===== config.mk =====
export PLATFORM = sky130hd
export DESIGN_NAME = mm2s_cmd_engine
export DESIGN_NICKNAME = d
export VERILOG_FILES = /design/src/rtl/mm2s_cmd_engine.sv
export SDC_FILE = /design/constraint.sdc
export NUM_CORES = 1
export LEC_CHECK = 0
export CAP_MARGIN = 20
export CELL_PAD_IN_SITES_DETAIL_PLACEMENT = 0
export CELL_PAD_IN_SITES_GLOBAL_PLACEMENT = 2
export CORE_ASPECT_RATIO = 0.75
export CORE_MARGIN = 10
export CORE_UTILIZATION = 23
export DETAILED_ROUTE_END_ITERATION = 8
export GPL_TIMING_DRIVEN = 0
export HOLD_SLACK_MARGIN = 0.02
export PLACE_DENSITY = 0.83
export SLEW_MARGIN = 20
export SYNTH_ARGS = -nofsm -noshare
export SYNTH_HDL_FRONTEND = slang
export SYNTH_SLANG_ARGS = --single-unit

===== constraint.sdc =====
create_clock -name clk -period 5.7 [get_ports clk]
set_clock_uncertainty 0.1 [all_clocks]
set_input_delay 1.425 -clock clk [delete_from_list [all_inputs] [get_ports clk]]
set_output_delay 1.425 -clock clk [all_outputs]
set_load 0.005 [all_outputs]

===== src/rtl/mm2s_cmd_engine.sv =====
// MM2S command engine: splits one DataMover-style read command into 4KB-safe AXI4 INCR
// bursts, forwards read beats as a stream, then reports one status byte per command.
module mm2s_cmd_engine #(
    parameter int unsigned MAX_BURST = 16,
    parameter logic [3:0]  ARID      = 4'd0
) (
    input  logic        clk,
    input  logic        rst_n,
    input  logic        s_axis_cmd_tvalid,
    output logic        s_axis_cmd_tready,
    input  logic [71:0] s_axis_cmd_tdata,
    output logic [3:0]  m_axi_arid,
    output logic [31:0] m_axi_araddr,
    output logic [7:0]  m_axi_arlen,
    output logic [2:0]  m_axi_arsize,
    output logic [1:0]  m_axi_arburst,
    output logic        m_axi_arvalid,
    input  logic        m_axi_arready,
    input  logic [63:0] m_axi_rdata,
    input  logic [1:0]  m_axi_rresp,
    input  logic        m_axi_rlast,
    input  logic        m_axi_rvalid,
    output logic        m_axi_rready,
    output logic [63:0] m_axis_tdata,
    output logic [7:0]  m_axis_tkeep,
    output logic        m_axis_tlast,
    output logic        m_axis_tvalid,
    input  logic        m_axis_tready,
    output logic [7:0]  m_axis_sts_tdata,
    output logic        m_axis_sts_tvalid,
    output logic        m_axis_sts_tkeep,
    output logic        m_axis_sts_tlast,
    input  logic        m_axis_sts_tready,
    output logic [1:0]  dbg_state
);

    // Every channel is valid/ready: a transfer occurs on a rising edge with both high,
    // and the source holds valid and payload stable until that edge.
    typedef enum logic [1:0] {IDLE = 2'd0, ADDR = 2'd1, DATA = 2'd2, STS = 2'd3} state_t;

    state_t      state;
    logic [31:0] addr;
    logic [19:0] rem;
    logic [3:0]  tag;
    logic        eof;
    logic        err_slv;
    logic        err_dec;
    logic [7:0]  arlen_q;
    logic        arvalid_q;
    logic        sts_valid_q;
    logic [7:0]  sts_data_q;

    logic [22:0] cmd_btt;
    logic [31:0] cmd_addr;
    logic [3:0]  cmd_tag;
    logic        cmd_eof;
    logic [19:0] cmd_beats;
    logic        cmd_illegal;
    logic        r_beat;
    logic [31:0] addr_next;
    logic [19:0] rem_next;
    logic        nxt_slv;
    logic        nxt_dec;
    logic        unused_cmd_bits;

    assign cmd_btt     = s_axis_cmd_tdata[22:0];
    assign cmd_eof     = s_axis_cmd_tdata[30];
    assign cmd_addr    = s_axis_cmd_tdata[63:32];
    assign cmd_tag     = s_axis_cmd_tdata[67:64];
    assign cmd_beats   = cmd_btt[22:3];
    assign cmd_illegal = (cmd_btt == 23'd0) || (cmd_btt[2:0] != 3'd0) || (cmd_addr[2:0] != 3'd0);
    // Only INCR bursts are issued, so the type bit is not used.
    assign unused_cmd_bits = ^{s_axis_cmd_tdata[71:68], s_axis_cmd_tdata[31], s_axis_cmd_tdata[29:23]};

    assign r_beat    = m_axi_rvalid && m_axi_rready;
    assign addr_next = addr + 32'd8;
    assign rem_next  = rem - 20'd1;
    // DECERR for 2'b11, any other non-OKAY response counts as a slave error.
    assign nxt_slv   = err_slv || (r_beat && (m_axi_rresp == 2'b10 || m_axi_rresp == 2'b01));
    assign nxt_dec   = err_dec || (r_beat && (m_axi_rresp == 2'b11));

    function automatic logic [7:0] burst_arlen(input logic [11:0] addr_lo, input logic [19:0] beats);
        logic [12:0] to_4k;
        logic [19:0] len;
        to_4k = (13'd4096 - {1'b0, addr_lo}) >> 3;
        len   = beats;
        if (len > 20'(MAX_BURST)) len = 20'(MAX_BURST);
        if (len > {7'd0, to_4k}) len = {7'd0, to_4k};
        return 8'(len - 20'd1);
    endfunction

    always_ff @(posedge clk or negedge rst_n) begin
        if (!rst_n) begin
            state       <= IDLE;
            addr        <= '0;
            rem         <= '0;
            tag         <= '0;
            eof         <= 1'b0;
            err_slv     <= 1'b0;
            err_dec     <= 1'b0;
            arlen_q     <= '0;
            arvalid_q   <= 1'b0;
            sts_valid_q <= 1'b0;
            sts_data_q  <= '0;
        end else begin
            case (state)
                IDLE: begin
                    if (s_axis_cmd_tvalid) begin
                        tag  <= cmd_tag;
                        eof  <= cmd_eof;
                        addr <= cmd_addr;
                        rem  <= cmd_beats;
                        if (cmd_illegal) begin
                            sts_data_q  <= {4'b0001, cmd_tag};
                            sts_valid_q <= 1'b1;
                            state       <= STS;
                        end else begin
                            arlen_q   <= burst_arlen(cmd_addr[11:0], cmd_beats);
                            arvalid_q <= 1'b1;
                            state     <= ADDR;
                        end
                    end
                end
                ADDR: begin
                    if (m_axi_arready) begin
                        arvalid_q <= 1'b0;
                        state     <= DATA;
                    end
                end
                DATA: begin
                    if (r_beat) begin
                        addr    <= addr_next;
                        rem     <= rem_next;
                        err_slv <= nxt_slv;
                        err_dec <= nxt_dec;
                        if (m_axi_rlast) begin
                            if (rem_next != 20'd0) begin
                                arlen_q   <= burst_arlen(addr_next[11:0], rem_next);
                                arvalid_q <= 1'b1;
                                state     <= ADDR;
                            end else begin
                                sts_data_q  <= {~(nxt_slv || nxt_dec), nxt_slv, nxt_dec, 1'b0, tag};
                                sts_valid_q <= 1'b1;
                                state       <= STS;
                            end
                        end
                    end
                end
                STS: begin
                    if (m_axis_sts_tready) begin
                        sts_valid_q <= 1'b0;
                        err_slv     <= 1'b0;
                        err_dec     <= 1'b0;
                        state       <= IDLE;
                    end
                end
                default: state <= IDLE;
            endcase
        end
    end

    // Gated with rst_n so the command port reads 0 while reset is held.
    assign s_axis_cmd_tready = rst_n && (state == IDLE);

    assign m_axi_arid    = ARID;
    assign m_axi_araddr  = addr;
    assign m_axi_arlen   = arlen_q;
    assign m_axi_arsize  = 3'b011;
    assign m_axi_arburst = 2'b01;
    assign m_axi_arvalid = arvalid_q;

    assign m_axi_rready  = m_axis_tready && (state == DATA);
    assign m_axis_tvalid = m_axi_rvalid && (state == DATA);
    assign m_axis_tdata  = m_axi_rdata;
    assign m_axis_tkeep  = 8'hFF;
    assign m_axis_tlast  = (state == DATA) && eof && (rem == 20'd1);

    assign m_axis_sts_tdata  = sts_data_q;
    assign m_axis_sts_tvalid = sts_valid_q;
    assign m_axis_sts_tkeep  = 1'b1;
    assign m_axis_sts_tlast  = 1'b1;

    assign dbg_state = state;

endmodule


Word level (Yosys, flattened, before mapping)
Index checks and enable logic that the tools add are counted.
{ "totals": {"ff_bits": 79, "latchBits": 0, "ram_bits": 0, "rom_bits": 0, "inputBits": 146, "output_inout_bits": 139, "wordCells": 131, "mem_count": 0} }
{ "classes": {"addsub": 6, "n_mul": 0, "div_mod_pow": 0, "magnitude_cmp": 4, "n_eq_ne": 16, "shifts": 0, "n_mux": 62, "bitwise": 1, "n_reduce_logical": 31} }
{ "op_table": {"columns": ["op", "count"], "rows": [
  ["two-way mux 20 bit", 11],
  ["two-way mux 8 bit", 19],
  ["two-way mux 32 bit", 2],
  ["one-hot mux 32 bit (2 select lines)", 1],
  ["greater-than comparator 20 x 10 -> 1 bit", 2],
  ["greater-than comparator 20 x 5 -> 1 bit (second input constant)", 2],
  ["one-hot mux 20 bit (2 select lines)", 1],
  ["adder 32 x 4 -> 32 bit (second input constant)", 1],
  ["one-hot mux 8 bit (2 select lines)", 2],
  ["subtractor 13 x 12 -> 13 bit (first input constant)", 2],
  ["logical NOT 23 bit", 1],
  ["equality test 20 x 1 -> 1 bit (second input constant)", 1],
  ["nonzero test 20 bit", 1],
  ["subtractor 20 x 1 -> 20 bit (second input constant)", 1],
  ["!= test 2 bit (second input constant)", 9],
  ["subtractor 8 x 1 -> 8 bit (second input constant)", 2],
  ["two-way mux 1 bit", 14],
  ["two-way mux 2 bit", 7],
  ["AND reduction 7 bit", 2],
  ["AND reduction 6 bit", 2],
  ["nonzero test 3 bit", 4],
  ["equality test 2 bit (second input constant)", 4],
  ["logical AND 1 bit", 8],
  ["one-hot mux 2 bit (4 select lines)", 1],
  ["10 further kinds", 20]
]} }

Longest topological paths before layout
Gate-level depths: netlist (run 1).
{ "logic_depth": {"ltp_word": 18, "ltp_mapped": 24, "mapped_depth_nobuf": 21} }

Worst setup path before layout (run 1)
Ideal clock, no wire load.
{ "synth_timing": {"kind": "input -> register", "startpoint": "in s_axis_cmd_tdata[34]", "endpoint": "reg arlen_q[6] (netlist: m_axi_arlen[6])", "setup_ns": 0.125, "arrival_time_ns": 5.144, "required_time_ns": 5.475, "slack_ns": 0.332, "stages": 20, "n_path_buf": 1, "path_cell_list": "or3_1 clkbuf_1 nor4_1 nor2b_1 nor2b_1 nand2b_1 nor3_1 nand2b_1 ha_1 o21a_1 o211ai_1 o21ai_1 a31o_2 o22ai_1 or2_2 ha_1 nand2_1 nor3_1 xor2_1 mux2_2"} }
{ "synth_between": {"elab_chain_cells": 10, "word_cells_on_any_way": 14, "cone_classes": "2 x add/sub; 1 x order compare; 1 x eq/ne; 7 x mux; 3 x reduce/logical"} }
{ "synth_lines": {"columns": ["element", "line", "rtl"], "rows": [
  ["start: declaration", "11", "input logic [71:0] s_axis_cmd_tdata,"],
  ["subtractor 13 x 12 -> 13 bit", "85", "to_4k = (13'd4096 - {1'b0, addr_lo}) >> 3;"],
  ["greater-than comparator 20 x 10 -> 1 bit", "88", "if (len > {7'd0, to_4k}) len = {7'd0, to_4k};"],
  ["two-way mux 8 bit", "88", null],
  ["two-way mux 8 bit", "113", "if (cmd_illegal) begin"],
  ["two-way mux 8 bit", "108", "if (s_axis_cmd_tvalid) begin"],
  ["two-way mux 8 bit", "106", "case (state)"],
  ["subtractor 8 x 1 -> 8 bit", "89", "return 8'(len - 20'd1);"],
  ["two-way mux 8 bit", "113", null],
  ["two-way mux 8 bit", "108", null],
  ["one-hot mux 8 bit (2 select lines)", "106", null],
  ["end signal: assignment", "118", "arlen_q <= burst_arlen(cmd_addr[11:0], cmd_beats);"],
  ["end signal: assignment", "138", "arlen_q <= burst_arlen(addr_next[11:0], rem_next);"],
  ["end: declaration", "48", "logic [7:0] arlen_q;"]
]} }
Parallel ways exist; a longest one is shown, timed or not. The select of a mux whose other input is x is not followed.
A chain may end at the register's enable or synchronous reset.

Worst setup path after layout (run 1)
{ "layout_timing": {"startpoint": "in s_axis_cmd_tdata[32]", "endpoint": "reg arlen_q[6] (netlist: m_axi_arlen[6])"} }
Same word-level chain as after synthesis.

==> metrics.txt, run 1 <==
reg2reg end m_axi_arlen[6]; first-pass GRT wire length 43500 um; Setup-failing EPs final 0; ant diodes 0; synth unique cells 69; Vias 7043; clock buffer count from CTS 9; DP Wirelength 23000 um; Fmax 181 MHz; Tcrit/Tclk final 96.9%; largest net degree at the start of global routing 57; worst r2r src rem[0]; Initial DRC Count 512; count of state elements after synthesis 79; Hold Path Depth 1; crit path capture type flip-flop; CP Data Required Time 5.83 ns; vias per cell 4.77; fillcell total 2993; post-layout minimum cycle time 5.52 ns; grt total ovfl 0; vias in the first global route 6932; Final Hold Fails 0; ys async rst share 100%; Worst Setup Path Type input pin to flip-flop; GP Congestion 0.871; clock sinks 79; gr usage total 15.4%; first-pass detailed-route iteration total 5; ys flop type dfrtp_1; Routed Antenna Nets 0; setup TNS 0 ns; min-delay src m_axis_sts_tdata[4]; Routed WL 29200 um; Multi-input gate area 4060 um2; Post-synth EDFFs 0; DRC 0; clk buf depth 2; worst-path maximum fanout 5; r2r worst-path depth 20; Total Nets Final 1261; Routed WL per cell 19.8 um; core area 28300 um2; IO Pins 285; clk slew on worst S/H paths 0.06 ns; register area 1980 um2; starting density of the core 23.6%; status complete, no violations; Seq/Total Area, Yosys 29.6%; root buffer cell clkbuf_16; Hold WC Path Type flip-flop to flip-flop; post-synthesis instance area 6680 um2; critical path launch point type input pin; full die area 36300 um2; Port Buffers 189; Synth-to-Final Area Change 45.4%; Cells after Synth 853; crit path DAT 5.65 ns; share of cells above drive strength 1 16.8%; Mapped Avg Cell Area 7.83 um2; die height 168 um; Die X-Extent 217 um; Tightest Pin Transition 0.931 ns; cell area power density 471 nW/um2; maximum VDD drop 188 uV; H-Tree Depth 3; Worst R2R Setup Slack 0.28 ns; hold endpoint m_axis_sts_tdata[4]; max-slew violation count 0; YS warnings 0; total power 4.58 mW; Cell Rows 53; # Max-Cap Violations 0; initial antenna violation count 2; slew margin rel. 37.9%; Clock Latency Late Sink 0.35 ns; leakage power 3.90 nW; TritonCTS clock tree yes
-- what timing repair did --
item	CTS	global route
endpoints found under the setup margin	8	6
cloned	1	0
hold buffers	0	0
gates resized for setup	18	16
hold endpoints to repair	0	0
pin swaps	3	5
setup buffers	3	7
-- state kept, by name, indices dropped and copies added, names as in the netlist, 2 cells and up --
| name | cells |
|---|---|
| m_axi_araddr | 32 |
| tag | 4 |
| m_axi_arlen | 8 |
| dbg_state | 2 |
| rem | 20 |
| m_axis_sts_tdata | 8 |
-- cell usage after synthesis, drive strengths merged, types with 2 or more instances --
master  number  area (um2)
nand2       77         289
nor2b        6        37.5
or4          5        37.5
inv         20        75.1
o32ai        4        42.6
a22oi        4        30.0
a32oi        2        17.5
dfrtp       79        1980
o31ai        4        35.0
nor3b        2        15.0
nand3       30         150
and2         7        46.3
a31o         4        35.0
clkbuf      39         146
mux2        22         251
xor2        14         123
conb         2        7.51
nor3        27         156
buf         92         667
or3b         2        17.5
o21ai       56         280
and3        16         105
a21oi      103         519
mux2i        4        40.0
nor2        76         285
xnor2       20         175
or3          2        12.5
a31oi        6        43.8
a21o         3        22.5
o31a         2        17.5
o21a         4        30.0
nor4b        2        32.5
nand2b       8        50.1
o22ai       27         169
nand4       12        75.1
o211ai       6        45.0
a211oi       2        15.0
ha          25         313
or4b         3        33.8
or2          8        50.1
nor4        15         106
-- cell families (layout without fill, tap and decap cells) --
family                     count (synthesis)  in the layout  share of synthesized area, %
other                                      2             28                         0.113
and+or+nand+nor                          300            300                          22.7
buffers and inverters                    151            364                          13.3
muxes                                     26             26                          4.37
AOI/OAI and AO/OA                        236            237                          20.7
xor gates and xnor gates                  34             34                          4.46
DFF                                       79             79                          29.6
adders and majority gates                 25             25                          4.69
-- metal layers --
layer / vias to the layer above / track usage, % / wire, um
met4: 4 / 2.09 / 244
met2: 248 / 23.9 / 13400
met3: 17 / 4.97 / 2460
li1: 3412 / - / -
met5: - / 0 / 20
met1: 3362 / 20.7 / 13000
-- worst max-delay path by stage --
stage,start,end,slack (ns),depth (start not counted)
floorplan,s_axis_cmd_tdata[34],m_axi_arlen[6],0.33,20
CTS,s_axis_cmd_tdata[32],m_axi_arlen[6],0.03,20
global route,s_axis_cmd_tdata[32],m_axi_arlen[6],-0.006,21
finish,s_axis_cmd_tdata[32],m_axi_arlen[6],0.18,21
detailed placement,s_axis_cmd_tdata[34],m_axi_arlen[6],-0.85,21
global placement,rst_n,s_axis_cmd_tready,-1.80,3
-- worst max-delay path: stages --
cell	delay, ns
clkdlybuf4s50_1	0.42
or3_1	0.35
clkbuf_1	0.19
nor4_4	0.19
nor2b_4	0.21
nor2b_4	0.19
xor2_1	0.11
ha_1	0.38
nand4_1	0.17
a21oi_2	0.06
a2111oi_4	0.32
buf_4	0.18
o21ai_4	0.07
a21oi_1	0.16
o22ai_2	0.12
or2_2	0.30
ha_1	0.24
nand2_1	0.07
nor3_1	0.06
xor2_1	0.16
mux2_2	0.27
-- power breakdown --
group,total (mW),internal [mW],switching (mW),leakage (nW)
Combinational,2.80,1.22,1.58,2.85
Sequential,1.14,0.833,0.311,0.908
Clock,0.630,0.379,0.251,0.144
-- per-stage QoR --
stage | std cells | utilization (%) | hold WS, ns | setup slack [ns] | instance area (um2)
4_1_cts | 1472 | 33.8 | 0.413 | 0.0300 | 9570
3_5_place_dp | 1454 | 32.4 | 0.397 | -0.851 | 9180
5_1_grt | 1478 | 34.3 | 0.427 | -0.00607 | 9700
6_report | 1478 | 34.3 | 0.408 | 0.177 | 9700
2_1_floorplan | 879 | - | 0.381 | 0.332 | 6770
3_3_place_gp | 1453 | 32.3 | 0.389 | -1.80 | 9150
-- placed cells by master (no fill, tap or decap), types with 23 or more instances in the layout --
cell / n
a21oi_1: 101
buf_4: 93
clkbuf_1: 35
clkdlybuf4s50_1: 187
conb_1: 28
dfrtp_1: 79
ha_1: 25
nand2_1: 77
nand3_1: 29
nor2_1: 74
nor3_1: 23
o21ai_0: 54
o22ai_1: 24
-- layout make-up --
cell class	count	share of cell area (%)
buffer	130	8.41
clock buffer	10	2.36
clock inverter	4	0.748
inverter	20	0.774
multi-input combinational	650	41.8
sequential	79	20.4
tap	385	4.96
timing repair buffer	200	20.6
Power figures use the tool's default switching activity.
==> run 2, diff against run 1 <==
Settings changed: CORE_UTILIZATION 23 to 21, PLACE_DENSITY 0.83 to 0.8.
Clock period 5.7 ns to 4.9 ns, I/O delays scaled along.
==> run 2 against run 1 <==
The flow now finishes with violations (negative setup slack). Clock power is 13% higher. Sequential power is 18% higher. Worst setup slack worse by 0.26 ns. First-iteration DRC count is 12% higher. Sequential share of layout area is 1.6 points lower. Largest cell class unchanged. Largest power group unchanged.
==> metrics.txt, run 2 (same netlist as run 1, synthesis figures left out) <==
status complete, but fails checks; failing checks negative setup slack; root buffer cell clkbuf_16; max reg flops 32 (unchanged); grt total ovfl 0 (unchanged); setup TNS -0.0892 ns (-0.0892 ns); Fmax 201 MHz; DRC 0 (unchanged); share of cells above drive strength 1 24.7% (+7.8 points); Routed Antenna Nets 0 (unchanged); RSZ-0062 raised after global routing yes; clock buffer count from CTS 9 (unchanged); Setup-failing EPs final 2 (+2); GP Congestion 0.884 (+1.6%); starting density of the core 21.3% (-2.3 points); crit path DAT 5.11 ns (-0.54 ns); full die area 39400 um2 (+8.5%); vias per cell 4.75 (-0.33%); Clock Latency Late Sink 0.35 ns (about the same); commonest non-fill, non-tap cell in the layout clkdlybuf4s50_1; post-layout minimum cycle time 4.98 ns; critical path launch point type flip-flop; Hold Path Depth 1 (unchanged); Final Hold Fails 0 (unchanged); Hold WC Path Type flip-flop to flip-flop; cts hold-fix bufs 0 (unchanged); clock sinks 79 (unchanged); clk buf depth 2 (unchanged); DP Wirelength 23100 um (+0.40%); maximum VDD drop 190 uV (+1.1%); Total Nets Final 1294 (+2.6%); Tcrit/Tclk final 102%; vias in the first global route 7118 (+2.7%); r2r worst-path depth 21 (+5.0%); initial antenna violation count 1 (-1); leakage power 4.31 nW (+11%); ant diodes 0 (unchanged); core area 31300 um2 (+11%); slew margin rel. 45.8% (+7.9 points); Tightest Pin Transition 0.810 ns (-0.121 ns); Routed WL per cell 19.6 um (-0.83%); post-route core utilization 33.7% (-0.58 points); commonest non-fill, non-tap cells in the layout clkdlybuf4s50_1, buf_4, a21oi_1; first-pass GRT wire length 44600 um (+2.4%); die height 174 um (+4.1%); CP Data Required Time 5.03 ns (-0.80 ns); Vias 7281 (+3.4%); first-pass detailed-route iteration total 5 (unchanged); Final Worst Setup Slack -0.0793 ns (-0.256 ns); # Max-Cap Violations 0 (unchanged); worst-path maximum fanout 8 (+3); Port Buffers 189 (unchanged); Initial DRC Count 574 (+12%); TritonCTS clock tree yes; max-slew violation count 0 (unchanged); Routed WL 30100 um (+2.9%); gr usage total 14.6% (-0.81 points); IO Pins 285 (unchanged); Cell Rows 56 (+5.7%); H-Tree Depth 3 (unchanged); Synth-to-Final Area Change 58.1%; clk slew on worst S/H paths 0.06 ns (about the same); Worst Setup Path Type flip-flop to flip-flop; largest net degree at the start of global routing 54 (-5.3%); Die X-Extent 226 um (+4.2%); crit path capture type flip-flop; cell area power density 546 nW/um2 (+16%)
## run 2: cell types whose count changed in the layout (fill, tap and decap cells not counted), sizes merged
cell | before | now
bufinv | 2 | 1
clkdlybuf4s15 | 0 | 1
dlymetal6s2s | 0 | 13
nand3 | 30 | 31
clkdlybuf4s50 | 187 | 172
clkbuf | 48 | 46
dlygate4sd2 | 1 | 0
buf | 104 | 142
## run 2: stage by stage
stage	worst slack [ns]	hold WS [ns]	total power, mW	area [um2]	cells
floorplan	0.0298	0.381	3.14	6820	879
CTS	-0.0255	0.407	5.53	10100	1516
global route	-0.214	0.427	6.19	10600	1533
global placement	-2.28	0.390	4.48	9220	1474
detailed placement	-0.968	0.399	4.51	9250	1475
finish	-0.0793	0.403	5.76	10600	1533
## run 2: metal layers
layer | wire length (um) | share of wire (%) | track usage (%)
met5 | 13 | 0.043 | 0
met4 | 414 | 1.4 | 3.48
met3 | 2100 | 7.0 | 3.83
met2 | 14300 | 48 | 23.3
met1 | 13200 | 44 | 19.0
## run 2: power breakdown
part           switching [mW]  internal (mW)  leakage [nW]
clock                   0.295          0.420         0.145
combinational            2.01           1.69          3.26
sequential              0.383          0.971         0.905
## run 2: worst max-delay path, stage by stage (launching register included)
cell     delay [ns]
dfrtp_1        0.40
buf_8          0.14
inv_4          0.05
ha_4           0.14
buf_8          0.11
nor3b_4        0.22
buf_6          0.14
nand2_4        0.05
xor2_1         0.16
nand4_1        0.24
or2_4          0.33
or3b_4         0.41
ha_4           0.28
nand3_2        0.09
or4_4          0.52
and3_4         0.19
buf_12         0.13
nor4b_4        0.33
o31ai_4        0.14
nor4_2         0.30
xor2_1         0.12
mux2_4         0.27
## run 2: area by class of cell
cell class	count	area (um2)
clock buffers	12	256
clock inverters	3	42.5
fillers	3235	20800
well taps	406	508
multi-input cells	651	4540
flip-flops and latches	79	1980
repair buffers	235	2310
inverters	20	77.6
plain buffers	127	840
## run 2: worst paths after layout
path	start	end	slack, ns
setup / recovery	rem[0]	m_axi_arlen[7]	-0.08
hold / removal	m_axis_sts_tdata[0]	m_axis_sts_tdata[0]	0.40
setup reg to reg	rem[0]	m_axi_arlen[7]	-0.08
hold reg to reg	m_axis_sts_tdata[0]	m_axis_sts_tdata[0]	0.40
max in group asynchronous	rst_n	rem[1]	3.43
min in group asynchronous	rst_n	m_axi_araddr[0]	0.64
## run 2: what timing repair did
item                                    4_1_cts  5_1_grt
endpoints found under the setup margin        9        9
gates resized for setup                      87       69
setup buffers                                26       19
cloned                                        2        0
pin swaps                                    30       39
==> run 3, diff against run 2 <==
Settings changed: CORE_UTILIZATION 21 to 22, CTS_BUF_LIST set to sky130_fd_sc_hd__clkbuf_4, PLACE_DENSITY 0.8 to 0.84.
==> run 3 against run 2 <==
Critical path type is now input pin to flip-flop. Power is 4.4% lower. The flow still finishes with violations (negative setup slack). Sequential power hardly changed. Largest power group unchanged. Via count is 0.51% lower. Global-route usage is 0.26 points higher. Final area is 2.2% lower. Wire length is 0.91% lower. Clock-buffer cell count is 3 lower. Sequential cell count stayed put. Maximum frequency is 0.41% higher.
==> metrics.txt, run 3 (same netlist as run 1, synthesis figures left out) <==
Worst R2R Setup Slack -0.04 ns (+0.04 ns); Cell Rows 55 (-1.8%); Final Cell Area 10300 um2 (-2.2%); Clock Latency Late Sink 0.52 ns (+0.17 ns); fillcell total 3192 (-1.3%); max reg flops 32 (unchanged); cell area power density 534 nW/um2 (-2.3%); commonest non-fill, non-tap cells in the layout clkdlybuf4s50_1, buf_4, a21oi_1; clk buf depth 2 (unchanged); full die area 37800 um2 (-4.1%); share of cells above drive strength 1 24.2% (-0.51 points); Vias 7244 (-0.51%); crit path capture type flip-flop; slew margin rel. 41.8% (-4.0 points); Int Pwr 2.84 mW (-7.7%); worst-path maximum fanout 5 (-3); WP depth 19 (-9.5%); ant diodes 0 (unchanged); commonest non-fill, non-tap cell in the layout clkdlybuf4s50_1; status complete, but fails checks; CP Cell Sequence clkdlybuf4s50_1 > or3_4 > nor4_4 > nor2b_4 > nor2b_4 > xor2_2 > ha_1 > buf_4 > nand2_1 > nor2_1 > a2111oi_4 > o21ai_4 > and2_4 > o211ai_1 > o31ai_4 > buf_4 > buf_4 > xor2_1 > mux2_2; Port Buffers 189 (unchanged); die height 171 um (-2.0%); Hold WC Path Type input pin to asynchronous set/reset pin; clk slew on worst S/H paths 0.18 ns (+0.12 ns); Initial DRC Count 607 (+5.7%); worst r2r src rem[6]; H-Tree Depth 3 (unchanged); first-pass detailed-route iteration total 5 (unchanged); clock sinks 79 (unchanged); setup TNS -0.103 ns (-0.0142 ns); post-layout minimum cycle time 4.96 ns (-0.0201 ns); gr usage total 14.8% (+0.26 points); cts hold-fix bufs 0 (unchanged); CP Data Required Time 5.21 ns (+0.18 ns); critical path launch point type input pin; grt total ovfl 0 (unchanged); Final Hold Fails 0 (unchanged); Gate power share 66.2% (+2.1 points); vias in the first global route 7213 (+1.3%); Routed WL 29800 um (-0.91%); first-pass GRT wire length 44200 um (-0.94%); Worst Setup Path Type input pin to flip-flop; initial antenna violation count 0 (-1); DP Area 9240 um2 (about the same); # Max-Cap Violations 0 (unchanged); Tightest Pin Transition 0.873 ns (+0.0625 ns); starting density of the core 22.2% (+0.93 points); core area 30000 um2 (-4.2%); placed insts 1468 (-0.47%); IO Pins 285 (unchanged); Clock Power Share 9.2% (-3.2 points); Crit path top cell by count buf_4; failing checks negative setup slack; delay-heaviest family, CP simple AND/OR/NAND/NOR gates; DP Wirelength 22600 um (-1.9%); Tcrit/Tclk final 101% (-0.41 points); total power 5.51 mW (-4.4%); Final Worst Setup Slack -0.0592 ns (+0.0201 ns); vias per cell 4.75 (about the same); Sw Pwr 2.67 mW (-0.69%); CP Buf/Inv Count 4 (-1); Setup-failing EPs final 4 (+2); maximum VDD drop 223 uV (+17%); Die X-Extent 221 um (-2.1%); largest net degree at the start of global routing 65 (+20%); Hold WS 0.409 ns (+0.00643 ns); max-slew violation count 0 (unchanged); crit path from s_axis_cmd_tdata[32]; root buffer cell clkbuf_4; DRC 0 (unchanged); leakage power 4.11 nW (-4.5%); register area 1980 um2 (about the same); slowest cell on the critical path clkdlybuf4s50_1; crit path to m_axi_arlen[4]; TritonCTS clock tree yes; Routed WL per cell 19.5 um (-0.39%); Fmax 202 MHz (+0.41%); GP Congestion 0.867 (-2.0%); Flop pwr share 24.6% (+1.1 points); Layout Cells excl Fill 1525 (-0.52%); clock buffer count from CTS 9 (unchanged); Switching Share 48.4% (+1.8 points); Max stage delay on crit path 0.42 ns (-0.10 ns); r2r worst-path depth 18 (-14%); Total Nets Final 1292 (-0.15%); Routed Antenna Nets 0 (unchanged); crit path DAT 5.27 ns (+0.16 ns); reg2reg end m_axi_arlen[4]; Multi-input gate area 4490 um2 (-1.2%); RSZ-0062 raised after global routing yes; Synth-to-Final Area Change 54.6%
[run 3: cell types whose count changed in the layout (fill, tap and decap cells not counted), moves of 3 or more]
cell and delta:
dlymetal6s2s_1 -11, a21oi_1 +3, clkdlybuf4s50_1 +14, buf_6 -3, o21ai_2 -3, clkbuf_4 +8
clkbuf_16 -9
[run 3: worst min-delay path by stage]
stage                             start                   to
detailed placement  m_axis_sts_tdata[6]  m_axis_sts_tdata[6]
global route                      rst_n               rem[5]
global placement                 tag[2]               tag[2]
finish                            rst_n               rem[5]
CTS                               rst_n               rem[5]
floorplan                        tag[0]               tag[0]
[run 3: stage by stage]
stage | setup slack, ns | util [%]
final | -0.0592 | 34.4
after detailed placement | -0.949 | 30.8
after global placement | -2.16 | 30.7
after global routing | -0.215 | 34.4
after CTS | -0.00399 | 33.1
after floorplan | 0.0298 | -
[run 3: worst register-to-register path: stages (launching register included)]
cell and delay (ns):
dfrtp_1 0.53, or4_4 0.56, nor4_4 0.27, xnor2_1 0.18
nand3_2 0.13, buf_6 0.17, nor4_4 0.41, ha_1 0.24
and3_4 0.18, nand3_2 0.06, or4_4 0.52, and3_4 0.19
buf_12 0.14, nor4b_4 0.32, o31ai_4 0.12, buf_4 0.17
buf_4 0.13, xor2_1 0.14, mux2_2 0.25
[run 3: area by class of cell]
cell class / count / share of cell area [%]
Sequential cell: 79 / 19.2
Multi-Input combinational cell: 651 / 43.5
Tap cell: 399 / 4.84
Clock inverter: 7 / 0.909
Buffer: 126 / 8.15
Clock buffer: 9 / 0.655
Inverter: 20 / 0.752
Timing Repair Buffer: 234 / 22.0
[run 3: repair_timing]
| action | in CTS | in global routing |
|---|---|---|
| cloned | 2 | 0 |
| setup endpoints to repair | 8 | 7 |
| gates resized for setup | 65 | 55 |
| buffers inserted | 22 | 22 |
| pin swaps | 23 | 36 |
[run 3: power by group through the flow]
stage / sequential [mW] / combinational, mW / clock (mW)
6_report: 1.36 / 3.65 / 0.505
4_1_cts: 1.32 / 3.42 / 0.513
3_3_place_gp: 1.32 / 3.15 / 0
2_1_floorplan: 1.25 / 1.89 / 0
3_5_place_dp: 1.33 / 3.17 / 0
5_1_grt: 1.41 / 3.97 / 0.529
[run 3: routing by layer]
metal	GRT usage [%]	up-vias	routed length [um]
li1	-	3485	-
met1	19.2	3505	13100
met2	23.8	231	14200
met3	4.54	23	2220
met4	3.00	0	321
met5	0	-	0
